`src/rtl/uart_pkg.sv`:
```
// Shared UART definitions: receiver state encoding, oversampling constants
// and the majority-vote helper used for bit recovery.
package uart_pkg;

   typedef enum logic [2:0] {
      ST_IDLE  = 3'd0,
      ST_START = 3'd1,
      ST_DATA  = 3'd2,
      ST_STOP  = 3'd3,
      ST_BREAK = 3'd4
   } rx_state_e;

   localparam int unsigned OVERSAMPLE = 16;

   localparam logic [3:0] SC_SAMPLE_A = 4'd7;
   localparam logic [3:0] SC_SAMPLE_B = 4'd8;
   localparam logic [3:0] SC_SAMPLE_C = 4'd9;
   localparam logic [3:0] SC_BIT_END  = 4'd15;

   localparam int unsigned DATA_BITS    = 8;
   localparam logic [2:0]  LAST_BIT_IDX = 3'(DATA_BITS - 1);

   function automatic logic maj3(input logic a, input logic b, input logic c);
      return (a & b) | (a & c) | (b & c);
   endfunction

endpackage

```
`src/rtl/uart_rx_if.sv`:
```
// Receiver-side UART bundle: serial line in, holding-register handshake and
// error pulses out. slave = receiver, master = line driver / byte consumer.
interface uart_rx_if;
   logic       uart_rx_i;
   logic [7:0] uart_dat_o;
   logic       uart_valid_o;
   logic       uart_rd_i;
   logic       uart_frame_err_o;
   logic       uart_overrun_o;

   modport slave (
      input  uart_rx_i,
      input  uart_rd_i,
      output uart_dat_o,
      output uart_valid_o,
      output uart_frame_err_o,
      output uart_overrun_o
   );

   modport master (
      output uart_rx_i,
      output uart_rd_i,
      input  uart_dat_o,
      input  uart_valid_o,
      input  uart_frame_err_o,
      input  uart_overrun_o
   );
endinterface

```
`src/rtl/uart_baud_tick.sv`:
```
// Fractional-rate tick generator: one-cycle pulse at an average of RATE per
// second from a CLK_HZ clock, with no cumulative drift.
module uart_baud_tick #(
   parameter int unsigned CLK_HZ = 100_000_000,
   parameter int unsigned RATE   = 1_843_200
) (
   input  logic sys_clk_i,
   input  logic sys_rst_i,
   output logic tick_o
);

   localparam logic [32:0] INC     = 33'(RATE);
   localparam logic [32:0] MODULUS = 33'(CLK_HZ);

   logic [31:0] acc_q;
   logic [31:0] acc_d;
   logic        tick_q;
   logic        tick_d;
   logic [32:0] sum_s;

   // Accumulate and wrap; the remainder carries into the next period.
   always_comb begin
      sum_s = {1'b0, acc_q} + INC;
      if (sum_s >= MODULUS) begin
         acc_d  = 32'(sum_s - MODULUS);
         tick_d = 1'b1;
      end else begin
         acc_d  = sum_s[31:0];
         tick_d = 1'b0;
      end
   end

   // Accumulator and tick register.
   always_ff @(posedge sys_clk_i) begin
      if (sys_rst_i) begin
         acc_q  <= 32'd0;
         tick_q <= 1'b0;
      end else begin
         acc_q  <= acc_d;
         tick_q <= tick_d;
      end
   end

   assign tick_o = tick_q;

endmodule

```
`src/rtl/uart_rx.sv`:
```
// 8N1 UART receiver with 16x oversampling, 2-of-3 majority bit recovery and a
// one-entry holding register with overrun and framing-error pulses.
module uart_rx
   import uart_pkg::*;
#(
   parameter int unsigned CLK_HZ = 100_000_000,
   parameter int unsigned BAUD   = 115200
) (
   input  logic     sys_clk_i,
   input  logic     sys_rst_i,
   uart_rx_if.slave rx_if
);

   logic       tick_s;
   logic [1:0] sync_q;
   logic       rx_s;

   rx_state_e  state_q, state_d;
   logic [3:0] sc_q, sc_d;
   logic [2:0] bit_idx_q, bit_idx_d;
   logic [7:0] shift_q, shift_d;
   logic       samp_a_q, samp_a_d;
   logic       samp_b_q, samp_b_d;
   logic [7:0] dat_q, dat_d;
   logic       valid_q, valid_d;
   logic       frame_err_q, frame_err_d;
   logic       overrun_q, overrun_d;

   logic       bv_s;
   logic       running_s;
   logic       good_stop_s;

   uart_baud_tick #(
      .CLK_HZ (CLK_HZ),
      .RATE   (BAUD * OVERSAMPLE)
   ) u_baud_tick (
      .sys_clk_i (sys_clk_i),
      .sys_rst_i (sys_rst_i),
      .tick_o    (tick_s)
   );

   // Two-flop synchronizer; idles high so reset never looks like a start bit.
   always_ff @(posedge sys_clk_i) begin
      if (sys_rst_i) begin
         sync_q <= 2'b11;
      end else begin
         sync_q <= {sync_q[0], rx_if.uart_rx_i};
      end
   end

   assign rx_s = sync_q[1];

   // Frame FSM, sampling and holding-register next state.
   always_comb begin
      state_d     = state_q;
      sc_d        = sc_q;
      bit_idx_d   = bit_idx_q;
      shift_d     = shift_q;
      samp_a_d    = samp_a_q;
      samp_b_d    = samp_b_q;
      dat_d       = dat_q;
      valid_d     = valid_q;
      frame_err_d = 1'b0;
      overrun_d   = 1'b0;
      good_stop_s = 1'b0;

      bv_s      = maj3(samp_a_q, samp_b_q, rx_s);
      running_s = (state_q == ST_START) || (state_q == ST_DATA) || (state_q == ST_STOP);

      if (tick_s && running_s) begin
         sc_d = sc_q + 4'd1;
         if (sc_q == SC_SAMPLE_A) begin
            samp_a_d = rx_s;
         end else if (sc_q == SC_SAMPLE_B) begin
            samp_b_d = rx_s;
         end else begin
            samp_a_d = samp_a_q;
         end
      end else begin
         sc_d = sc_q;
      end

      case (state_q)
         ST_IDLE: begin
            if (tick_s && !rx_s) begin
               sc_d    = 4'd0;
               state_d = ST_START;
            end else begin
               state_d = ST_IDLE;
            end
         end
         ST_START: begin
            if (tick_s && (sc_q == SC_SAMPLE_C) && bv_s) begin
               state_d = ST_IDLE;
            end else if (tick_s && (sc_q == SC_BIT_END)) begin
               bit_idx_d = 3'd0;
               state_d   = ST_DATA;
            end else begin
               state_d = ST_START;
            end
         end
         ST_DATA: begin
            if (tick_s && (sc_q == SC_SAMPLE_C)) begin
               shift_d = {bv_s, shift_q[7:1]};
            end else if (tick_s && (sc_q == SC_BIT_END)) begin
               if (bit_idx_q == LAST_BIT_IDX) begin
                  state_d = ST_STOP;
               end else begin
                  bit_idx_d = bit_idx_q + 3'd1;
               end
            end else begin
               shift_d = shift_q;
            end
         end
         ST_STOP: begin
            // Leave at mid-stop so the next start edge is caught without loss.
            if (tick_s && (sc_q == SC_SAMPLE_C)) begin
               if (bv_s) begin
                  good_stop_s = 1'b1;
                  state_d     = ST_IDLE;
               end else begin
                  frame_err_d = 1'b1;
                  state_d     = ST_BREAK;
               end
            end else begin
               state_d = ST_STOP;
            end
         end
         ST_BREAK: begin
            if (tick_s && rx_s) begin
               state_d = ST_IDLE;
            end else begin
               state_d = ST_BREAK;
            end
         end
         default: begin
            state_d = ST_IDLE;
         end
      endcase

      // A read in the load cycle frees the register for the new byte.
      if (good_stop_s) begin
         if (!valid_q || rx_if.uart_rd_i) begin
            dat_d   = shift_q;
            valid_d = 1'b1;
         end else begin
            overrun_d = 1'b1;
         end
      end else if (rx_if.uart_rd_i && valid_q) begin
         valid_d = 1'b0;
      end else begin
         valid_d = valid_q;
      end
   end

   // Receiver state and output registers.
   always_ff @(posedge sys_clk_i) begin
      if (sys_rst_i) begin
         state_q     <= ST_IDLE;
         sc_q        <= 4'd0;
         bit_idx_q   <= 3'd0;
         shift_q     <= 8'd0;
         samp_a_q    <= 1'b1;
         samp_b_q    <= 1'b1;
         dat_q       <= 8'd0;
         valid_q     <= 1'b0;
         frame_err_q <= 1'b0;
         overrun_q   <= 1'b0;
      end else begin
         state_q     <= state_d;
         sc_q        <= sc_d;
         bit_idx_q   <= bit_idx_d;
         shift_q     <= shift_d;
         samp_a_q    <= samp_a_d;
         samp_b_q    <= samp_b_d;
         dat_q       <= dat_d;
         valid_q     <= valid_d;
         frame_err_q <= frame_err_d;
         overrun_q   <= overrun_d;
      end
   end

   assign rx_if.uart_dat_o       = dat_q;
   assign rx_if.uart_valid_o     = valid_q;
   assign rx_if.uart_frame_err_o = frame_err_q;
   assign rx_if.uart_overrun_o   = overrun_q;

endmodule

```
`src/flat_wrapper.sv`:
```
// flat-port wrapper written by rule: the top's interface ports become plain ports
module uart_rx_flat import uart_pkg::*;
#(
   parameter int unsigned CLK_HZ = 100_000_000,
   parameter int unsigned BAUD   = 115200
)
  (sys_clk_i, sys_rst_i, rx_if_uart_rx_i, rx_if_uart_rd_i, rx_if_uart_dat_o, rx_if_uart_valid_o, rx_if_uart_frame_err_o, rx_if_uart_overrun_o);
  uart_rx_if rx_if_i ();
  input  logic sys_clk_i;
  input  logic sys_rst_i;
  input wire logic [$bits(rx_if_i.uart_rx_i)-1:0] rx_if_uart_rx_i;
  input wire logic [$bits(rx_if_i.uart_rd_i)-1:0] rx_if_uart_rd_i;
  output wire logic [$bits(rx_if_i.uart_dat_o)-1:0] rx_if_uart_dat_o;
  output wire logic [$bits(rx_if_i.uart_valid_o)-1:0] rx_if_uart_valid_o;
  output wire logic [$bits(rx_if_i.uart_frame_err_o)-1:0] rx_if_uart_frame_err_o;
  output wire logic [$bits(rx_if_i.uart_overrun_o)-1:0] rx_if_uart_overrun_o;
  assign rx_if_i.uart_rx_i = rx_if_uart_rx_i;
  assign rx_if_i.uart_rd_i = rx_if_uart_rd_i;
  assign rx_if_uart_dat_o = rx_if_i.uart_dat_o;
  assign rx_if_uart_valid_o = rx_if_i.uart_valid_o;
  assign rx_if_uart_frame_err_o = rx_if_i.uart_frame_err_o;
  assign rx_if_uart_overrun_o = rx_if_i.uart_overrun_o;
  uart_rx #(.CLK_HZ(CLK_HZ), .BAUD(BAUD)) u_core (.sys_clk_i(sys_clk_i), .sys_rst_i(sys_rst_i), .rx_if(rx_if_i));
endmodule
```
`config.mk`:
```
export PLATFORM = sky130hd
export DESIGN_NAME = uart_rx_flat
export DESIGN_NICKNAME = d
export VERILOG_FILES = /design/src/rtl/uart_pkg.sv /design/src/rtl/uart_rx_if.sv /design/src/rtl/uart_baud_tick.sv /design/src/rtl/uart_rx.sv /design/src/flat_wrapper.sv
export SDC_FILE = /design/constraint.sdc
export NUM_CORES = 1
export LEC_CHECK = 0
export ABC_AREA = 0
export BUFFER_PORTS_ARGS = -buffer_cell sky130_fd_sc_hd__buf_4
export CAP_MARGIN = 10
export CORE_MARGIN = 1
export CORE_UTILIZATION = 54
export CTS_BUF_LIST = sky130_fd_sc_hd__clkbuf_8
export DETAILED_ROUTE_END_ITERATION = 10
export MAX_ROUTING_LAYER = met4
export PLACE_DENSITY = 0.71
export SLEW_MARGIN = 25
export SYNTH_ARGS = -nofsm -noshare
export SYNTH_HDL_FRONTEND = slang
export SYNTH_SLANG_ARGS = --single-unit
```
`constraint.sdc`:
```
create_clock -name sys_clk_i -period 6.1 [get_ports sys_clk_i]
set_clock_uncertainty 0.05 [all_clocks]
set_input_delay 0.61 -clock sys_clk_i [delete_from_list [all_inputs] [get_ports sys_clk_i]]
set_output_delay 0.61 -clock sys_clk_i [all_outputs]
set_load 0.03 [all_outputs]
```
# [Word-level counts from Yosys, hierarchy flattened]
# Cells that the tools add are included.
[totals] mem_bits_rw=0 mem_bits_ro=0 n_memories=0 elab_cells=96 out_inout_bits=11 input_bits=4 ff_bits=66 latchBits=0
[classes] n_bitwise=9 shifts=0 n_div=0 magnitude_cmp=1 eq_ne=16 addsub=4 n_reduce_logical=24 muxes=29 multipliers=0
[ops] operator="2-to-1 mux 3 bit" count=12
[ops] operator="adder 32 x 21 -> 33 bit, second input constant" count=1
[ops] operator=">= comparator 33 x 27 -> 1 bit, second input constant" count=1
[ops] operator="2-to-1 mux 32 bit" count=1
[ops] operator="subtractor 32 x 27 -> 32 bit, second input constant" count=1
[ops] operator="case mux 3 bit (5 select lines)" count=1
[ops] operator="!= test 2 bit, second input constant" count=7
[ops] operator="equality test 4 bit, second input constant" count=3
[ops] operator="2-to-1 mux 4 bit" count=3
[ops] operator="2-to-1 mux 1 bit" count=10
[ops] operator="AND reduction 2 bit" count=4
[ops] operator="logical AND 1 bit" count=7
[ops] operator="equality test 3 x 2 -> 1 bit, second input constant" count=2
[ops] operator="equality test 3 bit, second input constant" count=2
[ops] operator="case mux 3 bit (2 select lines)" count=1
[ops] operator="AND reduction 3 bit" count=2
[ops] operator="AND reduction 6 bit" count=1
[ops] operator="adder 4 x 1 -> 4 bit, second input constant" count=1
[ops] operator="equality test 4 x 3 -> 1 bit, second input constant" count=1
[ops] operator="inverter 1 bit" count=4
[ops] operator="nonzero test 2 bit" count=2
[ops] operator="adder 3 x 1 -> 3 bit, second input constant" count=1
[ops] operator="bitwise AND 1 bit" count=3
[ops] operator="equality test 3 x 1 -> 1 bit, second input constant" count=1
[ops] operator="other kinds (7)" count=11

# [Logic depth before layout (Yosys ltp)]
# Gate-level depths: netlist of the first run.
[depth] word_depth=8 ltp_mapped=13 mapped_depth_nobuf=10

# [Cells and area by module]
# Synthesis of the first run repeated with hierarchy kept, for this count alone.
[hier_totals] cells_unflattened=385 hier_area_um2=3315.7
[modules_own_cells] mod="uart_baud_tick" area_per_inst_um2=1841.8 seq_area_each_um2=500.5 n_inst=1 cells_per_inst=238
[modules_own_cells] mod="uart_rx" area_per_inst_um2=1473.9 seq_area_each_um2=660.6 n_inst=1 cells_per_inst=147

# [Worst setup path after synthesis of the first run]
# Ideal clock, no wire load.
[synth_path] kind="reg2reg" startpoint="register u_core.u_baud_tick.acc_q[14]" endpoint="register u_core.u_baud_tick.acc_q[17]" setup_time_ps=128 slack_ps=3420 t_required_ps=5922 arrival_time_ps=2503 path_stages_with_launch=13 n_path_buf=3 synth_period_minus_slack_ps=2680 cell_sequence="dfxtp_1 > ha_1 > and4_1 > clkbuf_1 > o211ai_1 > xor2_1 > a311oi_2 > o2111a_1 > buf_4 > buf_2 > o22ai_1 > xor2_1 > nor2_1"
[synth_between] elab_chain_cells=3 elab_cells_between_ends=4 classes_between="add/sub: 2; order compare: 1; mux: 1"
[synth_rtl] element="from (decl)" line="uart_baud_tick.sv:15" rtl="logic [31:0] acc_q;"
[synth_rtl] element="from (signal assigned)" line="uart_baud_tick.sv:36" rtl="acc_q <= 32'd0;"
[synth_rtl] element="from (signal assigned)" line="uart_baud_tick.sv:39" rtl="acc_q <= acc_d;"
[synth_rtl] element="adder 32 x 21 -> 33 bit *" line="uart_baud_tick.sv:23" rtl="sum_s = {1'b0, acc_q} + INC;"
[synth_rtl] element="subtractor 32 x 27 -> 32 bit or >= comparator 33 x 27 -> 1 bit (tied branches)" line="uart_baud_tick.sv:25, uart_baud_tick.sv:24"
[synth_rtl] element="2-to-1 mux 32 bit *" line="uart_baud_tick.sv:24" rtl="if (sum_s >= MODULUS) begin"
# Every way passes the cells marked *; elsewhere a longest branch is shown, timed or not.
# A chain may end at the register's enable or synchronous reset.

# [Worst setup path after layout of the first run]
[layout_path] startpoint="register u_core.u_baud_tick.acc_q[13]" endpoint="register u_core.u_baud_tick.acc_q[31]"
# The elaborated chain is that of the path after synthesis.

==> results.json, run 1 <==
{
  "grt_pass1_vias": 2579,
  "htree_levels": 3,
  "root_buffer": "clkbuf_8",
  "rsz0062_at_grt": "false",
  "netlist_instances": 379,
  "p_per_area_nw_per_um2": 453,
  "place_congestion": 0.886,
  "syn_area_um2": 3220,
  "period_needed_ns": 3.88,
  "clock_latency_ns": 0.35,
  "seq_area_frac_synth_pct": 36.0,
  "p_sw_share_pct": 40.4,
  "ios": 15,
  "fp.dieH_um": 79.3,
  "final_util_pct": 62.7,
  "ys.flop_type": "dfxtp_1",
  "yosysWarnings": 0,
  "cp.required_ns": 6.34,
  "tightest_slew_ns": 0.829,
  "p_comb_share_pct": 40.2,
  "path_max_fanout": 20,
  "grt.overflow.total": 0,
  "max_freq_ghz": 0.258,
  "ctsHoldBuffers": 0,
  "grt_pass1_wl_um": 11700,
  "setup_viol": 0,
  "antenna_found_initial": 0,
  "grtUsageTotal_pct": 24.7,
  "drc": 0,
  "clkPwrFrac_pct": 25.6,
  "finalWirelength_um": 6810,
  "power.share.sequential_pct": 34.2,
  "dpl.hpwl_um": 4670,
  "n_fill_cell": 489,
  "slew_violations": 0,
  "maxCapViolations": 0,
  "switching_power_uw": 648,
  "end_kind": "flop",
  "p_leak_nw": 1.38,
  "drive_above_1_share_pct": 11.8,
  "avgSynthCellArea_um2": 8.50,
  "wl_per_cell_um": 14.7,
  "fin_setup_tns_ns": 0,
  "cts_resized": 0,
  "ant_nets": 0,
  "cts-buffers-inserted": 9,
  "clk_pin_slew_worst_paths_ns": 0.08,
  "fin_nets": 398,
  "die_area_um2": 6280,
  "clock-sinks": 58,
  "peakVddDrop_mv": 0.205,
  "postCtsSetupBuffers": 0,
  "yosysMostFrequentCell": "dfxtp_1",
  "vias": 2695,
  "status": "complete, no violations",
  "core-area_um2": 5640,
  "async_flop_share_pct": 0,
  "hp-class": "reg2reg",
  "synth_area_leaders": "dfxtp_1 36%, nor2_1 6.4%, mux2i_1 5.3%",
  "initial_utilization_pct": 57.1,
  "area_growth_pct": 9.70,
  "intPower_uw": 955,
  "die_w_um": 79.3,
  "hold_viol_final": 0,
  "synth.largest_area_cell": "dfxtp_1",
  "num_rows": 27,
  "relSlewSlack_pct": 44.6,
  "critPathKind": "reg2reg",
  "drt_iter0_drc": 183,
  "first_pass_iters": 4,
  "avgViaCountPerCell": 5.83,
  "clk_path_buf_depth": 2,
  "synth_cell_types": 62,
  "cts_tree": "built",
  "layout_worst_path_cycle_share_pct": 63.6,
  "synth_edf_count": 0,
  "antenna_cells": 0,
  "grt_start_max_net_pins": 52,
  "cp.arrival_ns": 4.11,
  "port_buffers": 14,
  "yosysTopAreaCellShare_pct": 36.0,
  "ys_ff_latch": 58,
  "syn_nets": 392,
  "startpoint_type": "flop",
  "ys_top_cells_by_count": "58 x dfxtp_1, 55 x nor2_1, 25 x nand2_1, 20 x nand3_1, 18 x xnor2_1"
}
==> cell families (layout without fill, tap and decap cells) <==
group	after synthesis	after routing	share of synthesized area [%]
AO/OA/AOI/OAI	75	75	16.7
XOR/XNOR	35	35	9.74
adder cells (fa/ha/maj)	10	10	3.80
buffers and inverters	33	44	5.01
flip-flops	58	58	36.0
multiplexers	17	17	5.28
AND/OR/NAND/NOR	151	151	23.4
==> layer usage <==
metal,vias up,wire length [um],GRT usage [%]
li1,1369,-,-
met1,1246,3250,29.3
met2,65,3150,40.0
met3,15,232,5.17
met4,0,172,11.6
met5,-,0,-
==> path summary, 6_finish.rpt <==
| kind | from | to | slack (ns) | depth (start not counted) |
|---|---|---|---|---|
| setup / recovery | u_core.u_baud_tick.acc_q[13] | u_core.u_baud_tick.acc_q[31] | 2.22 | 9 |
| hold / removal | u_core.sync_q[0] | u_core.sync_q[1] | 0.36 | 1 |
| setup reg to reg | u_core.u_baud_tick.acc_q[13] | u_core.u_baud_tick.acc_q[31] | 2.22 | 9 |
| hold reg to reg | u_core.sync_q[0] | u_core.sync_q[1] | 0.36 | 1 |
==> sequential cells by signal, summed over array words and instances (netlist names) <==
signal,count
u_core.state_q,3
u_core.samp_a_q,1
u_core.samp_b_q,1
u_core.bit_idx_q,3
u_core.u_baud_tick.acc_q,24
u_core.rx_if.uart_overrun_o,1
u_core.u_baud_tick.tick_o,1
u_core.sc_q,4
u_core.rx_if.uart_frame_err_o,1
u_core.shift_q,8
u_core.rx_if.uart_valid_o,1
u_core.sync_q,2
u_core.rx_if.uart_dat_o,8
==> cell type report <==
class	instances	area (um2)	area share [%]
multi-input cells	288	1900	53.8
well taps	72	90.1	2.55
flip-flops and latches	58	1160	32.8
repair buffers	14	105	2.97
clock inverters	7	103	2.90
inverters	14	52.6	1.49
clock buffers	9	124	3.50
==> worst max-delay path, cell delays in order (launching register included) <==
cell	delay (ns)
dfxtp_1	0.52
ha_1	0.46
and4_1	0.40
o211ai_1	0.13
xor2_1	0.19
a311oi_2	0.50
o2111a_1	0.80
nor2_2	0.20
or3_1	0.41
a21oi_1	0.14
==> power by group through the flow <==
stage / Combinational [mW] / Clock [mW] / Sequential (mW)
floorplan: 0.593 / 0 / 0.513
CTS: 0.643 / 0.413 / 0.546
detailed placement: 0.636 / 0 / 0.554
global route: 0.717 / 0.432 / 0.563
finish: 0.645 / 0.410 / 0.548
global placement: 0.622 / 0 / 0.553
==> through the flow <==
stage          setup slack [ns]  cells  power (mW)  cell area [um2]  hold slack [ns]
2_1_floorplan              3.42    379        1.11             3220            0.339
3_3_place_gp               2.46    446        1.17             3310            0.345
3_5_place_dp               2.33    446        1.19             3310            0.347
4_1_cts                    2.29    462        1.60             3540            0.363
5_1_grt                    2.01    462        1.71             3540            0.380
6_report                   2.22    462        1.60             3540            0.361
==> cells in the final DEF (no fill, tap or decap), drive strengths merged, types with 4 or more instances in the layout <==
| master | Yosys | final |
|---|---|---|
| a21oi | 15 | 15 |
| inv | 14 | 15 |
| and3 | 6 | 6 |
| xnor2 | 19 | 19 |
| nand3 | 20 | 20 |
| nor2 | 56 | 56 |
| buf | 10 | 14 |
| ha | 9 | 9 |
| o21ai | 20 | 20 |
| nand2b | 4 | 4 |
| xor2 | 16 | 16 |
| nand2 | 25 | 25 |
| nor3 | 8 | 8 |
| clkbuf | 9 | 9 |
| dfxtp | 58 | 58 |
| o211ai | 10 | 10 |
| or3 | 4 | 4 |
| and4 | 4 | 4 |
| mux2i | 17 | 17 |
| nor4 | 5 | 5 |
No activity file was read; power rests on OpenSTA's default activity.
==> inputs of run 2 (changes only) <==
Clock period 6.1 ns to 3.79 ns, I/O delays scaled along.
==> results.json, run 2 (synthesis results as in run 1) <==
{
  "tightest_slew_ns": 0.828,
  "clock_latency_ns": 0.35,
  "p_leak_nw": 1.38,
  "die_w_um": 79.3,
  "grtUsageTotal_pct": 23.8,
  "cpMostUsedCell": "o31ai_1",
  "regMostFlops": "u_core.u_baud_tick.acc_q",
  "final_cell_mix": "58 x dfxtp_1, 55 x nor2_1, 25 x nand2_1, 20 x nand3_1",
  "grt_pass1_wl_um": 11300,
  "design_area_um2": 3540,
  "grt.overflow.total": 0,
  "period_needed_ns": 3.36,
  "fin_ws_ns": 0.427,
  "largest_register_ffs": 24,
  "slowest_delay_ns": 0.65,
  "p_per_area_nw_per_um2": 709,
  "layout_worst_path_cycle_share_pct": 88.7,
  "initial_utilization_pct": 57.1,
  "dpl.hpwl_um": 4490,
  "wl_per_cell_um": 13.9,
  "cp.required_ns": 3.98,
  "clk_path_buf_depth": 2,
  "cts_resized": 0,
  "cp.arrival_ns": 3.56,
  "hold_viol_final": 0,
  "fin_setup_tns_ns": 0,
  "critPathKind": "reg2reg",
  "vias": 2687,
  "maxCapViolations": 0,
  "ctsHoldBuffers": 0,
  "grt_start_max_net_pins": 52,
  "cts_tree": "built",
  "max_freq_ghz": 0.297,
  "first_pass_iters": 4,
  "fp.dieH_um": 79.3,
  "min_path_cells": 2,
  "relSlewSlack_pct": 44.6,
  "setup_viol": 0,
  "drive_above_1_share_pct": 12.7,
  "fin_nets": 402,
  "startpoint_type": "flop",
  "htree_levels": 3,
  "path_max_fanout": 20,
  "drc": 0,
  "grt_pass1_vias": 2401,
  "finalWirelength_um": 6500,
  "postCtsSetupBuffers": 0,
  "hp-class": "in2reg",
  "layout_commonest_cell": "dfxtp_1",
  "status": "complete, no violations",
  "antenna_found_initial": 0,
  "reg2reg_depth": 9,
  "dp_cells": 450,
  "num_rows": 27,
  "place_congestion": 0.885,
  "critical_path.cell_chain": "ha_1 > inv_1 > o31ai_1 > a22oi_1 > a21oi_2 > or4b_4 > nor2_2 > o31ai_1 > and3_1",
  "ios": 15,
  "avgViaCountPerCell": 5.77,
  "root_buffer": "clkbuf_8",
  "cts-buffers-inserted": 9,
  "area_growth_pct": 9.90,
  "placed_cell_area_um2": 3340,
  "die_area_um2": 6280,
  "drt_iter0_drc": 245,
  "antenna_cells": 0,
  "cp_slowest_cell": "or4b_4",
  "core-area_um2": 5640,
  "clk_pin_slew_worst_paths_ns": 0.07,
  "slew_violations": 0,
  "port_buffers": 14,
  "peakVddDrop_mv": 0.354,
  "place_ws_ns": 0.412,
  "final_cell_count_no_fill": 466,
  "clock-sinks": 58,
  "ant_nets": 0,
  "end_kind": "flop",
  "rsz0062_at_grt": "false"
}
## run 2: worst paths after layout
check / endpoint / start / slack (ns)
setup reg to reg: u_core.u_baud_tick.acc_q[14] / u_core.u_baud_tick.acc_q[13] / 0.43
hold / removal: u_core.sync_q[0] / rx_if_uart_rx_i / 0.17
setup / recovery: u_core.u_baud_tick.acc_q[14] / u_core.u_baud_tick.acc_q[13] / 0.43
hold reg to reg: u_core.sync_q[1] / u_core.sync_q[0] / 0.37
## run 2: critical path: cells and delay by family (launching register included)
family | cells | cell delay (ns)
AO/OA/AOI/OAI | 4 | 0.92
AND/OR/NAND/NOR | 3 | 1.17
flip-flops | 1 | 0.53
buffers and inverters | 1 | 0.15
adder cells (fa/ha/maj) | 1 | 0.43
## run 2: per-layer routing
layer	vias up	wire length (um)	part of all wire [%]	global-route usage (%)
met5	-	0	0	-
met4	0	78	1.2	9.27
met3	9	318	4.9	7.24
met2	68	3000	46	35.5
met1	1239	3110	48	29.9
li1	1371	-	-	-
## run 2: final cells by class
type	count	area, um2
inverters	14	52.6
clock inverters	7	78.8
flip-flops and latches	58	1160
fillers	485	2100
repair buffers	18	135
well taps	72	90.1
multi-input cells	288	1900
clock buffers	9	124
## run 2: report_power, final
| group | internal, mW | total, mW | switching [mW] |
|---|---|---|---|
| sequential | 0.726 | 0.882 | 0.156 |
| combinational | 0.451 | 1.05 | 0.601 |
| clock | 0.307 | 0.577 | 0.270 |
## run 2: stage by stage
step / power (mW) / hold slack (ns) / utilization, %
finish: 2.51 / 0.168 / 62.8
CTS: 2.51 / 0.152 / 62.8
global route: 2.71 / 0.145 / 62.8
floorplan: 1.78 / 0.339 / -
detailed placement: 1.92 / 0.352 / 59.2
global placement: 1.91 / 0.348 / 59.2
==> inputs of run 3 (changes only) <==
Settings changed: CORE_UTILIZATION 54 to 64, PLACE_DENSITY 0.71 to 0.83.
==> results.json, run 3 (synthesis results as in run 1) <==
{
  "vias": 2795,
  "cp_top_family": "compound AO/OA/AOI/OAI gates",
  "design_area_um2": 3530,
  "cpMostUsedCell": "o21ai_0",
  "power.share.sequential_pct": 34.9,
  "root_buffer": "clkbuf_8",
  "initial_utilization_pct": 67.3,
  "path_max_fanout": 11,
  "regMostFlops": "u_core.u_baud_tick.acc_q",
  "intPower_mw": 1.49,
  "finalWirelength_um": 6910,
  "placed_cell_area_um2": 3330,
  "place_ws_ns": 0.434,
  "startpoint_type": "flop",
  "path_buf_inv": 0,
  "tightest_slew_ns": 0.834,
  "slowest_delay_ns": 0.53,
  "layout_worst_path_cycle_share_pct": 90.3,
  "core-area_um2": 4790,
  "drive_above_1_share_pct": 12.7,
  "ctsHoldBuffers": 0,
  "peakVddDrop_mv": 0.413,
  "p_comb_share_pct": 42.3,
  "switching_power_mw": 1.06,
  "num_rows": 25,
  "hp-class": "in2reg",
  "port_buffers": 14,
  "cts_resized": 0,
  "clk_path_buf_depth": 2,
  "cp.required_ns": 4.01,
  "ant_nets": 0,
  "setup_viol": 0,
  "antenna_cells": 0,
  "ios": 15,
  "cp.arrival_ns": 3.64,
  "die_area_um2": 5320,
  "cts-buffers-inserted": 9,
  "final_cell_mix": "58 x dfxtp_1, 55 x nor2_1, 25 x nand2_1, 20 x nand3_1",
  "grt_start_max_net_pins": 52,
  "htree_levels": 3,
  "grt.overflow.total": 0,
  "fin_ws_ns": 0.369,
  "p_sw_share_pct": 41.6,
  "clock_latency_ns": 0.35,
  "antenna_found_initial": 0,
  "fp.dieH_um": 73.0,
  "first_pass_iters": 6,
  "fin_nets": 402,
  "fin_setup_tns_ns": 0,
  "rsz0062_at_grt": "false",
  "n_fill_cell": 373,
  "dpl.hpwl_um": 4730,
  "maxCapViolations": 0,
  "grt_pass1_wl_um": 11400,
  "p_per_area_nw_per_um2": 721,
  "p_leak_nw": 1.39,
  "period_needed_ns": 3.42,
  "grt_pass1_vias": 2568,
  "clkPwrFrac_pct": 22.8,
  "postCtsSetupBuffers": 0,
  "clock-sinks": 58,
  "cp_slowest_cell": "dfxtp_1",
  "critical_path.cell_chain": "ha_1 > and4_1 > nor2_1 > xnor2_1 > o21ai_0 > a41oi_1 > o21ai_0 > o31a_1 > nor3_1",
  "die_w_um": 73.0,
  "place_congestion": 0.933,
  "grtUsageTotal_pct": 29.1,
  "status": "complete, no violations",
  "clk_pin_slew_worst_paths_ns": 0.07,
  "largest_register_ffs": 24,
  "holdWs_ns": 0.174,
  "hold_viol_final": 0,
  "avgViaCountPerCell": 6.06,
  "relSlewSlack_pct": 44.2,
  "max_freq_ghz": 0.292,
  "wl_per_cell_um": 15.0,
  "slew_violations": 0,
  "end_kind": "flop",
  "layout_commonest_cell": "dfxtp_1",
  "area_growth_pct": 9.67,
  "cts_tree": "built",
  "drt_iter0_drc": 288,
  "drc": 0,
  "critPathKind": "reg2reg"
}
## run 3: final timing paths
check | to | slack [ns] | depth (start not counted) | from
worst max-delay path | u_core.u_baud_tick.acc_q[29] | 0.37 | 9 | u_core.u_baud_tick.acc_q[13]
worst min-delay path | u_core.sync_q[0] | 0.17 | 2 | rx_if_uart_rx_i
worst max register to register | u_core.u_baud_tick.acc_q[29] | 0.37 | 9 | u_core.u_baud_tick.acc_q[13]
worst min register to register | u_core.sync_q[1] | 0.37 | 1 | u_core.sync_q[0]
## run 3: area by class of cell
type                       count  area, um2  area share [%]
clock buffer                   9        124            3.50
clock inverter                 7       77.6            2.19
inverter                      14       52.6            1.49
multi-input combinational    288       1900            53.8
sequential                    58       1160            32.8
tap                           67       83.8            2.37
timing repair buffer          18        135            3.82
## run 3: stage by stage
stage	total power, mW	std cells	utilization (%)
2_1_floorplan	1.78	379	-
3_3_place_gp	1.92	445	69.6
3_5_place_dp	1.95	445	69.6
4_1_cts	2.54	461	73.9
5_1_grt	2.71	461	73.9
6_report	2.55	461	73.9
## run 3: power groups by stage
stage / Combinational, mW / Sequential (mW) / Clock (mW)
6_report: 1.08 / 0.890 / 0.582
5_1_grt: 1.19 / 0.906 / 0.613
4_1_cts: 1.07 / 0.882 / 0.594
3_5_place_dp: 1.05 / 0.896 / 0
3_3_place_gp: 1.03 / 0.889 / 0
2_1_floorplan: 0.955 / 0.825 / 0
## run 3: per-layer routing
metal / vias to the layer above / global-route usage [%] / share of wire [%]
met5: - / - / 0
met4: 0 / 13.3 / 2.4
met3: 17 / 7.18 / 5.5
met2: 110 / 45.6 / 47
met1: 1288 / 35.3 / 45
li1: 1380 / - / -
